## src/rtl/time_setter.sv

```systemverilog
// time_setter: two-button hour/minute setting FSM driving a register bank.
// Optional auto-repeat on a held Up button: define TIME_SETTER_AUTOREPEAT_EN.
module time_setter #(
  parameter int REPEAT_DELAY = 8,
  parameter int REPEAT_RATE  = 4
) (
  input  logic       Clock,
  input  logic       Clear,
  input  logic       Mode_btn,
  input  logic       Up_btn,
  input  logic [4:0] Cur_hour,
  input  logic [5:0] Cur_min,
  output logic [4:0] Hour_D,
  output logic [5:0] Min_D,
  output logic       Hour_En,
  output logic       Min_En,
  output logic [1:0] State
);

  typedef enum logic [1:0] {
    IDLE     = 2'b00,
    SET_HOUR = 2'b01,
    SET_MIN  = 2'b10,
    COMMIT   = 2'b11
  } state_e;

  if (REPEAT_DELAY < 1 || REPEAT_RATE < 1) begin : g_param_check
    $error("time_setter: REPEAT_DELAY and REPEAT_RATE must be >= 1");
  end

  state_e     state_q, state_d;
  logic [4:0] hour_q, hour_d;
  logic [5:0] min_q, min_d;
  logic       mode_q, mode_d;
  logic       up_q, up_d;
  logic       mode_rise;
  logic       up_rise;
  logic       up_inc;
  logic       in_set;

  assign mode_rise = Mode_btn & ~mode_q;
  assign up_rise   = Up_btn & ~up_q;
  assign in_set    = (state_q == SET_HOUR) || (state_q == SET_MIN);

`ifdef TIME_SETTER_AUTOREPEAT_EN
  localparam int MAXC = (REPEAT_DELAY > REPEAT_RATE) ? REPEAT_DELAY : REPEAT_RATE;
  localparam int CW   = $clog2(MAXC + 1);

  logic [CW-1:0] rpt_q, rpt_d;
  logic          rpt_fire;

  // Down-counter: loaded with the delay on a rise, reloaded with the rate on each repeat.
  // Mode wins over Up, so a Mode rise also cancels any repeat in progress.
  always_comb begin
    rpt_d    = '0;
    rpt_fire = 1'b0;
    if (in_set && Up_btn && !mode_rise) begin
      if (up_rise) begin
        rpt_d = CW'(REPEAT_DELAY);
      end else if (rpt_q == CW'(1)) begin
        rpt_fire = 1'b1;
        rpt_d    = CW'(REPEAT_RATE);
      end else if (rpt_q != '0) begin
        rpt_d = rpt_q - CW'(1);
      end
    end
  end

  // Repeat counter register.
  always_ff @(posedge Clock or posedge Clear) begin
    if (Clear) rpt_q <= '0;
    else       rpt_q <= rpt_d;
  end

  assign up_inc = up_rise | rpt_fire;
`else
  assign up_inc = up_rise;
`endif

  // Next-state, shadow update and button history.
  always_comb begin
    state_d = state_q;
    hour_d  = hour_q;
    min_d   = min_q;
    mode_d  = Mode_btn;
    up_d    = Up_btn;
    unique case (state_q)
      IDLE: begin
        if (mode_rise) begin
          hour_d  = Cur_hour;
          min_d   = Cur_min;
          state_d = SET_HOUR;
        end
      end
      SET_HOUR: begin
        if (mode_rise) begin
          state_d = SET_MIN;
        end else if (up_inc) begin
          hour_d = (hour_q >= 5'd23) ? 5'd0 : hour_q + 5'd1;
        end
      end
      SET_MIN: begin
        if (mode_rise) begin
          state_d = COMMIT;
        end else if (up_inc) begin
          min_d = (min_q >= 6'd59) ? 6'd0 : min_q + 6'd1;
        end
      end
      COMMIT: begin
        state_d = IDLE;
      end
      default: begin
        state_d = IDLE;
      end
    endcase
  end

  // State, shadow and button registers.
  always_ff @(posedge Clock or posedge Clear) begin
    if (Clear) begin
      state_q <= IDLE;
      hour_q  <= '0;
      min_q   <= '0;
      mode_q  <= 1'b0;
      up_q    <= 1'b0;
    end else begin
      state_q <= state_d;
      hour_q  <= hour_d;
      min_q   <= min_d;
      mode_q  <= mode_d;
      up_q    <= up_d;
    end
  end

  assign Hour_D  = hour_q;
  assign Min_D   = min_q;
  assign Hour_En = (state_q == COMMIT);
  assign Min_En  = (state_q == COMMIT);
  assign State   = state_q;

endmodule

```

## config.mk

```make
export PLATFORM = sky130hd
export DESIGN_NAME = time_setter
export DESIGN_NICKNAME = d
export VERILOG_FILES = /design/src/rtl/time_setter.sv
export SDC_FILE = /design/constraint.sdc
export NUM_CORES = 1
export LEC_CHECK = 0
export BUFFER_PORTS_ARGS = -buffer_cell sky130_fd_sc_hd__buf_2
export CORE_MARGIN = 8
export CORE_UTILIZATION = 45
export CTS_BUF_LIST = sky130_fd_sc_hd__clkbuf_16
export CTS_CLUSTER_DIAMETER = 120
export DETAILED_ROUTE_END_ITERATION = 8
export PLACE_DENSITY_LB_ADDON = 0.08
export SLEW_MARGIN = 40
export SYNTH_ARGS = -nofsm -noshare
export SYNTH_HDL_FRONTEND = slang
export SYNTH_SLANG_ARGS = --single-unit
```

## constraint.sdc

```tcl
create_clock -name Clock -period 4.9 [get_ports Clock]
set_clock_uncertainty 0.2 [all_clocks]
set_input_delay 0 -clock Clock [delete_from_list [all_inputs] [get_ports Clock]]
set_output_delay 0 -clock Clock [all_outputs]
set_load 0.1 [all_outputs]
```

==> impl_metrics.toml, run 1 <==
[status]
outcome = "completed"

[synth]
synth.area.top_cells = "dfrtp_1, ha_1, o21ai_1"
synth_compound_area_share_pct = 28.5
synth_top_area_share_pct = 37.0
synthXorXnorAreaFrac_pct = 0
muxShareOfSynthArea_pct = 4.19
postSynth.asyncResetShare_pct = 100
mappedNetlistArea_um2 = 1010
synth-edff-count = 0
synthFlopType = "dfrtp_1"
seq_area_frac_synth_pct = 37.0
syn_nets = 128
yosysWarnings = 0
synth_fa_ha_area_share_pct = 7.40
synth.most_common_cell = "dfrtp_1"
ys_seq_elements = 15
synthSimpleGateAreaFrac_pct = 15.0
syn-instance-count = 107
synth_common_cells = "dfrtp_1, inv_1, o21ai_1, a21oi_1"
yosysUniqueCellTypes = 40
synth_area_leader_cell = "dfrtp_1"
syn-mean-instance-area_um2 = 9.48
synth_top_family_by_area = "compound AO/OA/AOI/OAI gates"

[final_layout]
regArea_um2 = 375
antenna_cells = 0
nFillCells = 191
syn2layout_area_growth_pct = 34.2
multi_input_area_um2 = 559
layout-drive-gt1-share_pct = 27.0
nets = 170
final_area_um2 = 1360

[routing]
drc_errors = 0
drt_iter0_drc = 26
routedWlPerCell_um = 13.7
wirelength_um = 2410
viasPerCell = 5.44
ant_nets = 0
num_vias = 958
dr.pass1.iters = 4

[cts]
path_clk_slew_ps = 50
cts_sinks = 15
post-cts-setup-buffer-count = 0
cts_buffers = 3
root_buffer = "clkbuf_16"
cts_tree = "done"
clockBufferDepth = 2
insertion_delay_ps = 240
postCtsHoldBufs = 13
ctsResizeCount = 0
h-tree-depth = 1

[grt]
grt.overflow.total = 0
grt_pass1_vias = 910
grt_antenna_before_repair = 0
grt_pass1_wl_um = 4170
grt_util_all_layers_pct = 12.3
grt_max_degree = 16

[sta]
hold_viol = 0
finalMaxSlewViolations = 0
worstMarginPinSlew_ps = 742
fmax_mhz = 401
setup_viol = 0
slew_headroom_pct = 50.6
period_needed_ps = 2490
finalCritPeriodShare_pct = 50.9
setup_tns_ps = 0
rsz0062_at_grt = "no"

[setup_path]
crit_type = "register to register"
path_max_fanout = 15
required_ps = 4820
crit_path_end_kind = "register"
cp-start-kind = "register"
r2r_slack_ps = 2410
crit_arrival_ps = 2420

[floorplan]
die_h_um = 63.5
coreArea_um2 = 2170
die_w_um = 63.5
start_util_pct = 46.8
die-area_um2 = 4030
rows = 17
pin_count = 30

[place]
placed_cell_area_um2 = 1150
place.port_buffers = 29
dp_hpwl_um = 1780
gp_congestion = 0.889

[worst_hold_path]
hold_class = "input pin to register"

[flow_run]
drv_cap = 0
[worst max-delay path: stages, from the launching register on]
cell and delay (ps):
dfrtp_1 420, inv_1 100, ha_1 480, nand2b_1 120
o32ai_2 640, mux2_2 410
[worst paths after layout]
path                                              end                  from  cells after the start
worst max register to register   Min_D[4]$_DFFE_PP0P_  State[0]$_DFFE_PP0P_                      5
worst min register to register   Min_D[0]$_DFFE_PP0P_  Min_D[0]$_DFFE_PP0P_                      1
min in group asynchronous              up_q$_DFF_PP0_                 Clear                      3
worst min-delay path             Min_D[4]$_DFFE_PP0P_            Cur_min[4]                      4
max in group asynchronous       Hour_D[1]$_DFFE_PP0P_                 Clear                      3
worst max-delay path             Min_D[4]$_DFFE_PP0P_  State[0]$_DFFE_PP0P_                      5
[cell type report]
class	instances	share of cell area, %
Sequential cell	15	27.6
Tap cell	28	2.57
Clock inverter	1	0.276
Clock buffer	3	5.51
Inverter	10	2.76
Timing Repair Buffer	42	20.2
Multi-Input combinational cell	77	41.1
[state kept, by name, summed over array words and instances, names as in the netlist]
name / cells
Hour_D: 5
Min_D: 6
State: 2
mode_q: 1
up_q: 1
[metrics by stage]
stage	instances	hold slack (ps)	worst slack, ps	utilization [%]
CTS	176	33.0	2410	62.7
global placement	159	-105	2490	53.1
detailed placement	159	-92.6	2410	53.1
floorplan	107	-299	2370	-
global route	176	92.1	2200	62.7
finish	176	47.7	2410	62.7
[kinds of logic after synthesis]
family | after synthesis
AO/OA/AOI/OAI | 40
AND/OR/NAND/NOR | 27
buffers and inverters | 15
flip-flops | 15
adder cells (fa/ha/maj) | 6
multiplexers | 4
[metal layers]
metal	vias to the layer above	routed length, um	GRT usage, %	part of all wire [%]
li1	479	-	-	-
met1	453	1140	15.0	47
met2	22	1130	19.6	47
met3	4	115	4.59	4.8
met4	0	25	3.34	1.0
met5	-	0	0	0
[placed cells by master, fill, tap and decap left out, types with 2 or more instances in the layout]
master         count
nand4b_1           2
nand3_1            3
nand2_1            5
a22o_1             3
nand2b_1           5
dlygate4sd3_1     13
a221oi_1           2
ha_1               6
mux2_2             2
a21oi_1            7
inv_1             10
o21ai_1            8
mux2i_1            2
clkbuf_16          3
o21ai_0            2
nor2_1             6
dfrtp_1           15
buf_2             29
a31oi_1            3
o32a_1             2
Power of run 1 is left out: the tool's default activity adds up to more than one toggle a clock period on the data nets, which glitch-free logic cannot reach.
==> run 2: changes to the inputs <==
--- a/config.mk
+++ b/config.mk
@@ -5,6 +5,7 @@
 export SDC_FILE = /design/constraint.sdc
 export NUM_CORES = 1
 export LEC_CHECK = 0
+export ABC_AREA = 1
 export BUFFER_PORTS_ARGS = -buffer_cell sky130_fd_sc_hd__buf_2
 export CORE_MARGIN = 8
 export CORE_UTILIZATION = 45
==> constraint.sdc (replaced) <==
create_clock -name Clock -period 2.5 [get_ports Clock]
set_clock_uncertainty 0.2 [all_clocks]
set_input_delay 0 -clock Clock [delete_from_list [all_inputs] [get_ports Clock]]
set_output_delay 0 -clock Clock [all_outputs]
set_load 0.1 [all_outputs]
==> impl_metrics.toml, run 2 <==
[synth]
synthFlopType = "dfrtp_1"
mappedNetlistArea_um2 = 1080
synth.most_common_cell = "nand2_1"
yosysUniqueCellTypes = 22
synth_common_cells = "nand2_1, nor2_1, inv_1, dfrtp_1, nand3_1"
synth-edff-count = 0
syn-instance-count = 157
yosysWarnings = 0
ys_seq_elements = 15
synth_area_leader_cell = "dfrtp_1"
syn_nets = 178
synth.area.top_cells = "dfrtp_1, nand2_1, nor2_1"
seq_area_frac_synth_pct = 34.8
synth_top_area_share_pct = 34.8
postSynth.asyncResetShare_pct = 100
syn-mean-instance-area_um2 = 6.88

[floorplan]
start_util_pct = 48.3
pin_count = 30
die_h_um = 65.0
die-area_um2 = 4220
rows = 17
coreArea_um2 = 2230
die_w_um = 65.0

[final_layout]
antenna_cells = 0
nets = 222
syn2layout_area_growth_pct = 34.6
layout-drive-gt1-share_pct = 23.5
nFillCells = 195
layout_common_cells = "nand2_1, nor2_1, buf_2"
multi_input_area_um2 = 577
largest_reg_flops = 6
regArea_um2 = 375
layout_commonest_cell = "nand2_1"

[grt]
grt_max_degree = 16
grt_pass1_vias = 1059
grt_antenna_before_repair = 0
grt.overflow.total = 0
grt_pass1_wl_um = 4400
grt_util_all_layers_pct = 12.6

[routing]
num_vias = 1088
viasPerCell = 4.77
drt_iter0_drc = 65
wirelength_um = 2550
drc_errors = 0
ant_nets = 0
dr.pass1.iters = 5
routedWlPerCell_um = 11.2

[cts]
ctsResizeCount = 0
insertion_delay_ps = 240
cts_buffers = 3
path_clk_slew_ps = 50
cts_tree = "done"
h-tree-depth = 1
cts_sinks = 15
root_buffer = "clkbuf_16"
clockBufferDepth = 2

[sta]
fmax_mhz = 534
worstMarginPinSlew_ps = 589
finalMaxSlewViolations = 0
setup_viol = 0
rsz0062_at_grt = "no"
slew_headroom_pct = 60.7
setup_tns_ps = 0
finalCritPeriodShare_pct = 74.9
hold_viol = 0
period_needed_ps = 1870

[setup_path]
cp-start-kind = "register"
crit_arrival_ps = 1850
critPathMostFrequentCell = "nand2_1"
crit_slowest_cell = "ha_1"
r2r_cells = 8
crit_path_end_kind = "register"
r2r_end = "Hour_D[3]$_DFFE_PP0P_"
critPathBufInv = 2
path_cells = "inv_1, ha_1, nand2_1, nand2_1, nand3_2, inv_2, nor2_1, a21oi_2"
path_max_fanout = 14
reg2reg_from = "State[1]$_DFFE_PP0P_"
required_ps = 2470
crit_family = "adder cells"
r2r_slack_ps = 630
worst_path_largest_cell_delay_ps = 440
crit_type = "register to register"

[place]
dp_hpwl_um = 1910
gp_congestion = 0.792
place.port_buffers = 29

[status]
outcome = "completed"

[worst_hold_path]
hold_class = "input pin to async pin"

[flow_run]
drv_cap = 0
run 2: cell types whose count changed in the layout (fill, tap and decap cells not counted), moves of 4 or more:
cell / before / now
a21oi_1: 7 / 2
o21ai_1: 8 / 2
a21oi_2: 1 / 5
nand4_1: 0 / 8
inv_1: 10 / 22
nand2b_1: 5 / 0
nand2_1: 5 / 37
nand3_1: 3 / 14
nor2_1: 6 / 31
run 2: worst min-delay path, cell delays in order:
cell and delay, ps:
dlygate4sd3_1 540, buf_2 120, inv_1 430
run 2: worst max path at each step:
stage                         startpoint               endpoint  slack [ps]  cells past startpoint
floorplan           State[0]$_DFFE_PP0P_   Min_D[3]$_DFFE_PP0P_         230                     10
global placement    State[1]$_DFFE_PP0P_  Hour_D[2]$_DFFE_PP0P_         670                      8
detailed placement  State[1]$_DFFE_PP0P_  Hour_D[3]$_DFFE_PP0P_         620                      8
global route        State[1]$_DFFE_PP0P_  Hour_D[4]$_DFFE_PP0P_         430                      8
finish              State[1]$_DFFE_PP0P_  Hour_D[3]$_DFFE_PP0P_         630                      8
CTS                 State[1]$_DFFE_PP0P_  Hour_D[1]$_DFFE_PP0P_         620                      8
run 2: cells by family (layout without fill, tap and decap cells):
kind of cell               count (synthesis)  in the layout  synth area share (%)
AOI/OAI and AO/OA                         11             11                  7.07
buffers and inverters                     29             72                  12.1
DFF                                       15             15                  34.8
and+or+nand+nor                           95             95                  38.4
adders and majority gates                  6              6                  6.95
xor gates and xnor gates                   1              1                 0.811
run 2: what timing repair did:
action | in CTS | in global routing
hold buffers | 14 | 0
hold endpoints to repair | 28 | 0
setup buffers | 0 | 0
run 2: layer usage:
metal / vias up / GRT usage, % / routed length [um]
li1: 584 / - / -
met1: 477 / 14.5 / 1160
met2: 23 / 21.4 / 1210
met3: 4 / 3.61 / 133
met4: 0 / 5.18 / 42
met5: - / 0 / 0
run 2: layout make-up:
type                       count  area share [%]
clock buffer                   3            5.16
clock inverter                 1           0.344
inverter                      25            6.97
multi-input combinational    113            39.7
sequential                    15            25.8
tap                           28            2.41
timing repair buffer          43            19.6
run 2: metrics by stage:
step	utilization [%]	setup WS, ps	instances	instance area, um^2	hold WS [ps]
floorplan	-	225	157	1080	-299
global placement	55.2	674	210	1230	-120
detailed placement	55.2	616	210	1230	-109
CTS	65.1	617	228	1450	179
global route	65.1	433	228	1450	231
finish	65.1	627	228	1450	175
Power of run 2 is left out for the same reason.
==> run 3: changes to the inputs <==
==> constraint.sdc (replaced) <==
create_clock -name Clock -period 1.91 [get_ports Clock]
set_clock_uncertainty 0.2 [all_clocks]
set_input_delay 0 -clock Clock [delete_from_list [all_inputs] [get_ports Clock]]
set_output_delay 0 -clock Clock [all_outputs]
set_load 0.1 [all_outputs]
==> impl_metrics.toml, run 3 (synthesis results as in run 2) <==
[status]
outcome = "completed"

[grt]
grt_pass1_wl_um = 4550
grt.overflow.total = 0
grt_pass1_vias = 1043
grtUsageMet1_pct = 13.5
grt_use_met3_pct = 4.47
met2_usage_pct = 25.3
grt.busiest_layer = "met2"
grt_max_degree = 16
grt_antenna_before_repair = 0
grt_util_all_layers_pct = 13.3

[setup_path]
crit_family = "flip-flops"
crit_type = "register to register"
crit_slowest_cell = "dfrtp_4"
path_cells = "inv_1, ha_1, nand3_1, nand2_1, nand3_2, inv_2, nor2_1, a21oi_2"
cp-start-kind = "register"
crit_path_end_kind = "register"
reg2reg_from = "State[0]$_DFFE_PP0P_"
startpoint = "State[0]$_DFFE_PP0P_"
crit_arrival_ps = 1710
required_ps = 1880
path_max_fanout = 6
worst_path_largest_cell_delay_ps = 500
critPathBufInv = 2

[floorplan]
coreArea_um2 = 2230
start_util_pct = 48.3
rows = 17
pin_count = 30
die_h_um = 65.0
die-area_um2 = 4220
die_w_um = 65.0

[routing]
num_vias = 1104
routedWlPerCell_um = 11.8
wirelength_um = 2720
drc_errors = 0
ant_nets = 0
drt_iter0_drc = 65
dr.pass1.iters = 4
viasPerCell = 4.80

[sta]
rsz0062_at_grt = "no"
period_needed_ps = 1740
finalCritPeriodShare_pct = 91.2
slew_headroom_pct = 62.1
fmax_mhz = 574
hold_viol = 0
worstMarginPinSlew_ps = 567
finalMaxSlewViolations = 0
setup_viol = 0

[cts]
cts_buffers = 3
root_buffer = "clkbuf_16"
cts_tree = "done"
cts_sinks = 15
insertion_delay_ps = 240
h-tree-depth = 1
postCtsHoldBufs = 14
ctsResizeCount = 0
clockBufferDepth = 2
post-cts-setup-buffer-count = 0
path_clk_slew_ps = 50

[place]
gp_congestion = 0.841
placed_cell_area_um2 = 1260
dp_hpwl_um = 2040
place.port_buffers = 29

[final_layout]
final_area_um2 = 1480
largest_reg_flops = 6
layout_commonest_cell = "nand2_1"
nets = 224
syn2layout_area_growth_pct = 37.2
nFillCells = 201
layout-drive-gt1-share_pct = 28.2
layout_common_cells = "nand2_1, nor2_1, buf_2"
antenna_cells = 0

[worst_hold_path]
hold_class = "input pin to async pin"

[flow_run]
drv_cap = 0
==> run 3: changes by cell type in the layout (fill, tap and decap cells not counted) <==
cell | previous run | this run
buf_4 | 0 | 2
clkinv_2 | 1 | 0
dfrtp_1 | 15 | 6
dfrtp_2 | 0 | 8
dfrtp_4 | 0 | 1
inv_1 | 22 | 23
==> run 3: metal layers <==
| layer | part of all wire (%) | routed length, um | up-vias |
|---|---|---|---|
| met5 | 0 | 0 | - |
| met2 | 54 | 1470 | 14 |
| met4 | 0.48 | 13 | 0 |
| met1 | 41 | 1110 | 502 |
| met3 | 4.5 | 122 | 2 |
| li1 | - | - | 586 |
==> run 3: path summary, 6_finish.rpt <==
path,endpoint,slack [ps],depth (start not counted)
worst max-delay path,Hour_D[2]$_DFFE_PP0P_,170,8
worst min-delay path,mode_q$_DFF_PP0_,160,3
worst max register to register,Hour_D[2]$_DFFE_PP0P_,170,8
worst min register to register,Min_D[1]$_DFFE_PP0P_,360,2
max in group asynchronous,State[0]$_DFFE_PP0P_,930,3
min in group Clock,mode_q$_DFF_PP0_,250,2
==> run 3: worst register-to-register path: stages (launching register included) <==
cell,delay [ps]
dfrtp_4,500
inv_1,100
ha_1,260
nand3_1,100
nand2_1,70
nand3_2,140
inv_2,150
nor2_1,60
a21oi_2,100
==> run 3: area by class of cell <==
cell class | instances | area [um^2] | share of cell area (%)
multi-input cells | 113 | 577 | 38.9
flip-flops and latches | 15 | 389 | 26.3
repair buffers | 45 | 300 | 20.3
inverters | 25 | 101 | 6.84
clock buffers | 3 | 75.1 | 5.07
well taps | 28 | 35.0 | 2.36
clock inverters | 1 | 3.75 | 0.253
==> run 3: through the flow <==
| step | setup TNS, ps | utilization [%] | std cells | hold slack [ps] | worst slack (ps) |
|---|---|---|---|---|---|
| 3_3_place_gp | 0 | 56.5 | 212 | -131 | 222 |
| 3_5_place_dp | 0 | 56.5 | 212 | -125 | 174 |
| 6_report | 0 | 66.3 | 230 | 162 | 167 |
| 2_1_floorplan | -3.84 | - | 157 | -299 | -3.84 |
| 5_1_grt | 0 | 66.3 | 230 | 210 | 26.1 |
| 4_1_cts | 0 | 66.3 | 230 | 163 | 156 |
Power of run 3 is left out for the same reason.
